===== src/rtl/taint_pkg.sv =====
// Shared types and helpers for the taint flow monitor: state encoding and
// the hit predicate used to decide whether a taint vector touches a watched tag.
package taint_pkg;

  localparam int TAINT_W_DEFAULT = 32;

  typedef enum logic [1:0] {
    IDLE  = 2'd0,
    ARMED = 2'd1,
    HIT   = 2'd2
  } mon_state_t;

  // Operands are sized to the default taint width; narrower vectors are zero-extended by the caller.
  function automatic logic taint_hit(input logic [TAINT_W_DEFAULT-1:0] vec,
                                     input logic [TAINT_W_DEFAULT-1:0] mask);
    return |(vec & mask);
  endfunction

endpackage


===== src/rtl/taint_sat_counter.sv =====
// Saturating up-counter with synchronous clear and load-zero.
// It holds at all-ones instead of wrapping.
module taint_sat_counter
  import taint_pkg::*;
#(
  parameter int CNT_W = 16
) (
  input  logic             clk,
  input  logic             rst_n,
  input  logic             clr,
  input  logic             load0,
  input  logic             inc,
  output logic [CNT_W-1:0] q
);

  always_ff @(posedge clk or negedge rst_n) begin
    if (!rst_n) begin
      q <= '0;
    end else if (clr || load0) begin
      q <= '0;
    end else if (inc && (q != '1)) begin
      q <= q + CNT_W'(1);
    end
  end

endmodule


===== src/rtl/taint_flow_monitor.sv =====
// Taint sink monitor: accumulates observed taint tags, and captures the cycle stamp
// and tag set of the first watched-tag hit. It also counts every hit sample.
module taint_flow_monitor
  import taint_pkg::*;
#(
  parameter int TAINT_W = TAINT_W_DEFAULT,
  parameter int CNT_W   = 16
) (
  input  logic               clk,
  input  logic               rst_n,
  input  logic               arm,
  input  logic               clear,
  input  logic               in_valid,
  input  logic               c,
  input  logic [TAINT_W-1:0] c_t,
  input  logic [TAINT_W-1:0] watch_mask,
  output logic [1:0]         state_o,
  output logic [TAINT_W-1:0] sticky_t,
  output logic               hit,
  output logic [TAINT_W-1:0] hit_tag,
  output logic [CNT_W-1:0]   first_hit_cycle,
  output logic [CNT_W-1:0]   hit_count
);

  mon_state_t       state;
  logic [CNT_W-1:0] cycle_q;
  logic             hit_now;
  logic             active;
  logic             arm_go;
  logic             cyc_inc;
  logic             hit_inc;
  logic             unused_c;

  // The data value is deliberately ignored, so an X on c can never reach state or outputs.
  assign unused_c = c;

  assign hit_now = in_valid && taint_hit(TAINT_W_DEFAULT'(c_t), TAINT_W_DEFAULT'(watch_mask));
  assign active  = (state == ARMED) || (state == HIT);
  assign arm_go  = !clear && (state == IDLE) && arm;
  assign cyc_inc = !clear && (state == ARMED);
  assign hit_inc = !clear && active && hit_now;

  taint_sat_counter #(.CNT_W(CNT_W)) u_cycle_cnt (
    .clk   (clk),
    .rst_n (rst_n),
    .clr   (clear),
    .load0 (arm_go),
    .inc   (cyc_inc),
    .q     (cycle_q)
  );

  taint_sat_counter #(.CNT_W(CNT_W)) u_hit_cnt (
    .clk   (clk),
    .rst_n (rst_n),
    .clr   (clear),
    .load0 (arm_go),
    .inc   (hit_inc),
    .q     (hit_count)
  );

  // Control FSM and capture registers; clear outranks arming and hit evaluation.
  always_ff @(posedge clk or negedge rst_n) begin
    if (!rst_n) begin
      state           <= IDLE;
      hit             <= 1'b0;
      sticky_t        <= '0;
      hit_tag         <= '0;
      first_hit_cycle <= '0;
    end else if (clear) begin
      state           <= IDLE;
      hit             <= 1'b0;
      sticky_t        <= '0;
      hit_tag         <= '0;
      first_hit_cycle <= '0;
    end else begin
      case (state)
        IDLE: begin
          if (arm) begin
            state    <= ARMED;
            sticky_t <= '0;
          end
        end
        ARMED: begin
          if (in_valid) sticky_t <= sticky_t | c_t;
          if (hit_now) begin
            state           <= HIT;
            hit             <= 1'b1;
            hit_tag         <= c_t & watch_mask;
            first_hit_cycle <= cycle_q;
          end
        end
        HIT: begin
          if (in_valid) sticky_t <= sticky_t | c_t;
        end
        default: begin
          state <= IDLE;
          hit   <= 1'b0;
        end
      endcase
    end
  end

  assign state_o = state;

endmodule


===== config.mk =====
export PLATFORM = sky130hd
export DESIGN_NAME = taint_flow_monitor
export DESIGN_NICKNAME = d
export VERILOG_FILES = /design/src/rtl/taint_pkg.sv /design/src/rtl/taint_sat_counter.sv /design/src/rtl/taint_flow_monitor.sv
export SDC_FILE = /design/constraint.sdc
export NUM_CORES = 1
export LEC_CHECK = 0
export ABC_AREA = 1
export CORE_UTILIZATION = 25
export CTS_CLUSTER_DIAMETER = 200
export CTS_CLUSTER_SIZE = 8
export DETAILED_ROUTE_END_ITERATION = 16
export DONT_BUFFER_PORTS = 1
export PLACE_DENSITY_LB_ADDON = 0.3
export SLEW_MARGIN = 20
export SYNTH_ARGS = -nofsm -noshare
export SYNTH_HDL_FRONTEND = slang
export SYNTH_HIERARCHICAL = 1
export SYNTH_SLANG_ARGS = --single-unit

===== constraint.sdc =====
create_clock -name clk -period 2.3 [get_ports clk]
set_clock_uncertainty 0.1 [all_clocks]
set_input_delay 0.345 -clock clk [delete_from_list [all_inputs] [get_ports clk]]
set_output_delay 0.345 -clock clk [all_outputs]
set_load 0.005 [all_outputs]

==> impl_results.md, run 1 <==
* Antenna violations before repair at 0
* Top cells by instance count after synthesis: nand2_1, dfrtp_1, nand3_1
* Initial DRC Count at approximately 200
* LEAKAGE at roughly 0.0033 µW
* Top layer in use: met4
* Most frequent cell after synthesis: nand2_1
* Maximum fanout along the worst path at 32
* Worst Max-Slew Pin Slew at roughly 0.6 ns
* Setup CP Type: register to register
* M1 wire length at ~8 mm
* Reg2reg start: state_o[1]
* Global route total overflow at 0
* Starting Density at between 20 and 30%
* Peak VDD IR at about 0.00042 V
* Mapped Cells at 705
* Hold Path Class: primary input to asynchronous set/reset pin
* Worst slew margin relative to its limit at approximately three fifths
* CP Cell Sequence: inv_1, ha_1, inv_1, nor2_1, inv_1, o21ai_1, nor2_2, buf_4, a21oi_1, nor2_1
* Setup repair bufs after CTS at 0
* Hold bufs inserted after CTS at 34
* FFs w/ async S/R, synth at 100.0%
* Via density at 4.605
* Hold Vio Cnt, Final at between 100 and 150
* # setup viols final at 0
* Filler cells at around 2,300
* Detailed-route via count at around 4,800
* Final routed DRC violation total at 10
* Top cell type by total area after synthesis: dfrtp_1
* # port buffers at 0
* Ys flop type: dfrtp_1
* Largest net degree at the start of global routing at between 100 and 150
* Vias in the first global route at around 4,800
* Fin cells at ~1,000
* RSZ-0062 raised after global routing: no
* Critical Path RT at 2.49 ns
* Max frequency at about 500 MHz
* Critical path data arrival time at between 2 and 2.5 ns
* Share of layout cells above drive strength 1 at under 10%
* Antenna Cells at 0
* Layout overhead on the synthesized area at 22.57%
* Max_cap viols at 0
* First-pass GRT wire length at about 27 mm
* Core area at approximately 22,000 µm²
* DR WL met2 at ~8 mm
* Root Buffer: clkbuf_16
* CTS tree: yes
* Origin of the worst setup path: state_o[1]
* Worst setup EP type: register
* CP max stage cell: dfrtp_1
* DR WL/cell at 16.29 µm
* Detail Route Antenna Nets at 0
* Clk sink count at roughly 120
* Worst-path clk slew at around 0.06 ns
* DP Cell Count at 975
* Setup TNS at 0 ns
* GPL Wtd Cong at roughly 0.78
* Failing checks: DRC, hold timing
* Max incr delay on CP at about 0.38 ns
* Synth top area share at slightly above 50%
* Die Area at around 23,000 µm²
* DRT Wirelength at 16.96 mm
* Dpl hpwl at 11.31 mm
* Main area contributors after synthesis: dfrtp_1, nand2_1, nand3_1
* Syn nets at approximately 780
* All-layer global routing usage at around 15%
* Post-synthesis cell type count at 29
* Tmin final at approximately 2.0 ns
* Inserted Clock Buffers at 17
* Die X at about 150 µm
* Net count, final at between 800 and 900
* Drt pass-1 iters at 10
* Part of the cycle the worst path needs at 87.43%
* Mean Syn Cell Area at about 8.0 µm²
* H-tree depth at 4
* Clk_lat worst skew at roughly 0.41 ns
* Clk buf depth at 2
* Register area share after synthesis at 51.19%
* Final Slew Violations at 0
* Post-synth EDFFs at 0
* Rows at between 50 and 60
* Crit-path most repeated cell: inv_1
* Power Density at 916.7 nW/µm²
* Worst setup SP type: register
* Status: finished, violations left
* IO Count at between 150 and 200
* YS warnings at 6
* Synth Cell Area at between 5000 and 6000 µm²
* Die H at ~150 µm
* DR WL met3 at 1.006 mm
* #FFs+latches synth at around 120
* Hold slack at -0.4660 ns
==> cells by family after synthesis <==
kind of cell    after synthesis  share of synthesized area [%]
fa+ha+maj                     6                          1.335
flops                       115                          51.19
xor+xnor                      8                          1.246
simple gates                441                          34.72
compound gates               71                          6.365
buf+inv                      64                          5.141
==> layout make-up <==
cell class | count | area, µm² | share of cell area (%)
well taps | 280 | 350.3 | 5.084
clock inverters | 12 | 107.6 | 1.562
multi-input cells | 526 | 2472 | 35.88
flip-flops and latches | 115 | 2878 | 41.77
inverters | 42 | 157.7 | 2.288
clock buffers | 20 | 456.7 | 6.628
repair buffers | 46 | 467.9 | 6.791
==> cells in the final DEF, fill, tap and decap left out <==
master,synthesis,final
nand3_1,93,93
clkbuf_1,6,1
nand3_2,2,2
nor3_1,2,2
nor2_2,3,3
nand4_1,8,8
bufinv_16,0,1
nor3b_1,2,2
clkbuf_8,0,2
xnor2_1,4,4
inv_6,0,1
o21ai_1,3,3
inv_1,39,39
buf_12,0,3
nor2_8,2,2
a22oi_1,1,1
nand2_1,230,230
nor3_2,2,1
nand3b_1,4,4
clkbuf_16,0,17
xor2_1,4,4
buf_4,4,9
nor3_4,0,1
a21oi_1,37,36
ha_1,6,6
a21oi_4,0,1
nand2_2,2,2
nor2_1,81,81
dlygate4sd3_1,0,34
inv_2,3,3
clkinv_2,0,3
dfrtp_1,115,115
or2_2,2,2
clkinvlp_4,0,6
o21ai_0,30,30
nor2_4,8,8
clkinv_4,0,1
==> timing repair <==
item,4_1_cts,5_1_grt
hold endpoints to repair,149,115
setup endpoints to repair,0,8
resized for setup,0,1
==> path summary, 6_finish.rpt <==
check,end,slack (ns),cells after the start
worst max-delay path,sticky_t[9],0.29,10
max in group asynchronous,hit_tag[24],2.42,0
min in group clk,hit_tag[26],0.03,2
worst max register to register,sticky_t[9],0.29,10
worst min register to register,hit,0.42,2
worst min-delay path,u_cycle_cnt/q[7],-0.47,0
==> power by group <==
part / internal, µW / switching (µW) / leakage [µW] / total [µW]
Sequential: 2270 / 206 / 0.00158 / 2480
Combinational: 452 / 860 / 0.00142 / 1310
Clock: 1540 / 986 / 0.000260 / 2530
==> layer usage <==
| layer | vias to the layer above | global-route usage (%) |
|---|---|---|
| met1 | 2254 | 19.67 |
| met2 | 148 | 25.04 |
| li1 | 2383 | - |
| met5 | - | 0 |
| met4 | 0 | 4.033 |
| met3 | 9 | 4.307 |
==> sequential cells by signal, indices dropped and copies added (netlist names) <==
register / count
u_cycle_cnt/q: 16
u_hit_cnt/q: 16
state_o: 2
first_hit_cycle: 16
hit_tag: 32
sticky_t: 32
hit: 1
==> critical path, delay by kind of cell (launching register included) <==
kind                     cells  cell delay [ns]
flip-flops                   1             0.38
adder cells (fa/ha/maj)      1             0.15
AO/OA/AOI/OAI                2             0.50
AND/OR/NAND/NOR              3             0.26
buffers and inverters        4             0.50
==> per-stage QoR <==
step / area, µm² / hold WS, ns / setup slack [ns] / utilization [%] / power (µW)
final: 6890 / -0.4660 / 0.2890 / 31.38 / 6316
after global routing: 6890 / -0.5005 / 0.04826 / 31.38 / 6680
after CTS: 6884 / -0.4951 / 0.1397 / 31.35 / 6426
after detailed placement: 5979 / -0.04675 / 0.01343 / 27.23 / 3800
after global placement: 5979 / -0.04687 / 0.003320 / 27.23 / 3792
after floorplan: 5622 / -0.05059 / 0.3418 / - / 3361
Note: power is estimated with default switching activity, not from simulation.
==> run 2: changes to the inputs <==
--- a/config.mk
+++ b/config.mk
@@ -12,7 +12,6 @@
 export DETAILED_ROUTE_END_ITERATION = 16
 export DONT_BUFFER_PORTS = 1
 export PLACE_DENSITY_LB_ADDON = 0.3
-export SLEW_MARGIN = 20
 export SYNTH_ARGS = -nofsm -noshare
 export SYNTH_HDL_FRONTEND = slang
 export SYNTH_HIERARCHICAL = 1
==> results of run 2 <==
Final layout, timing and power as in run 1 (identical DEF).
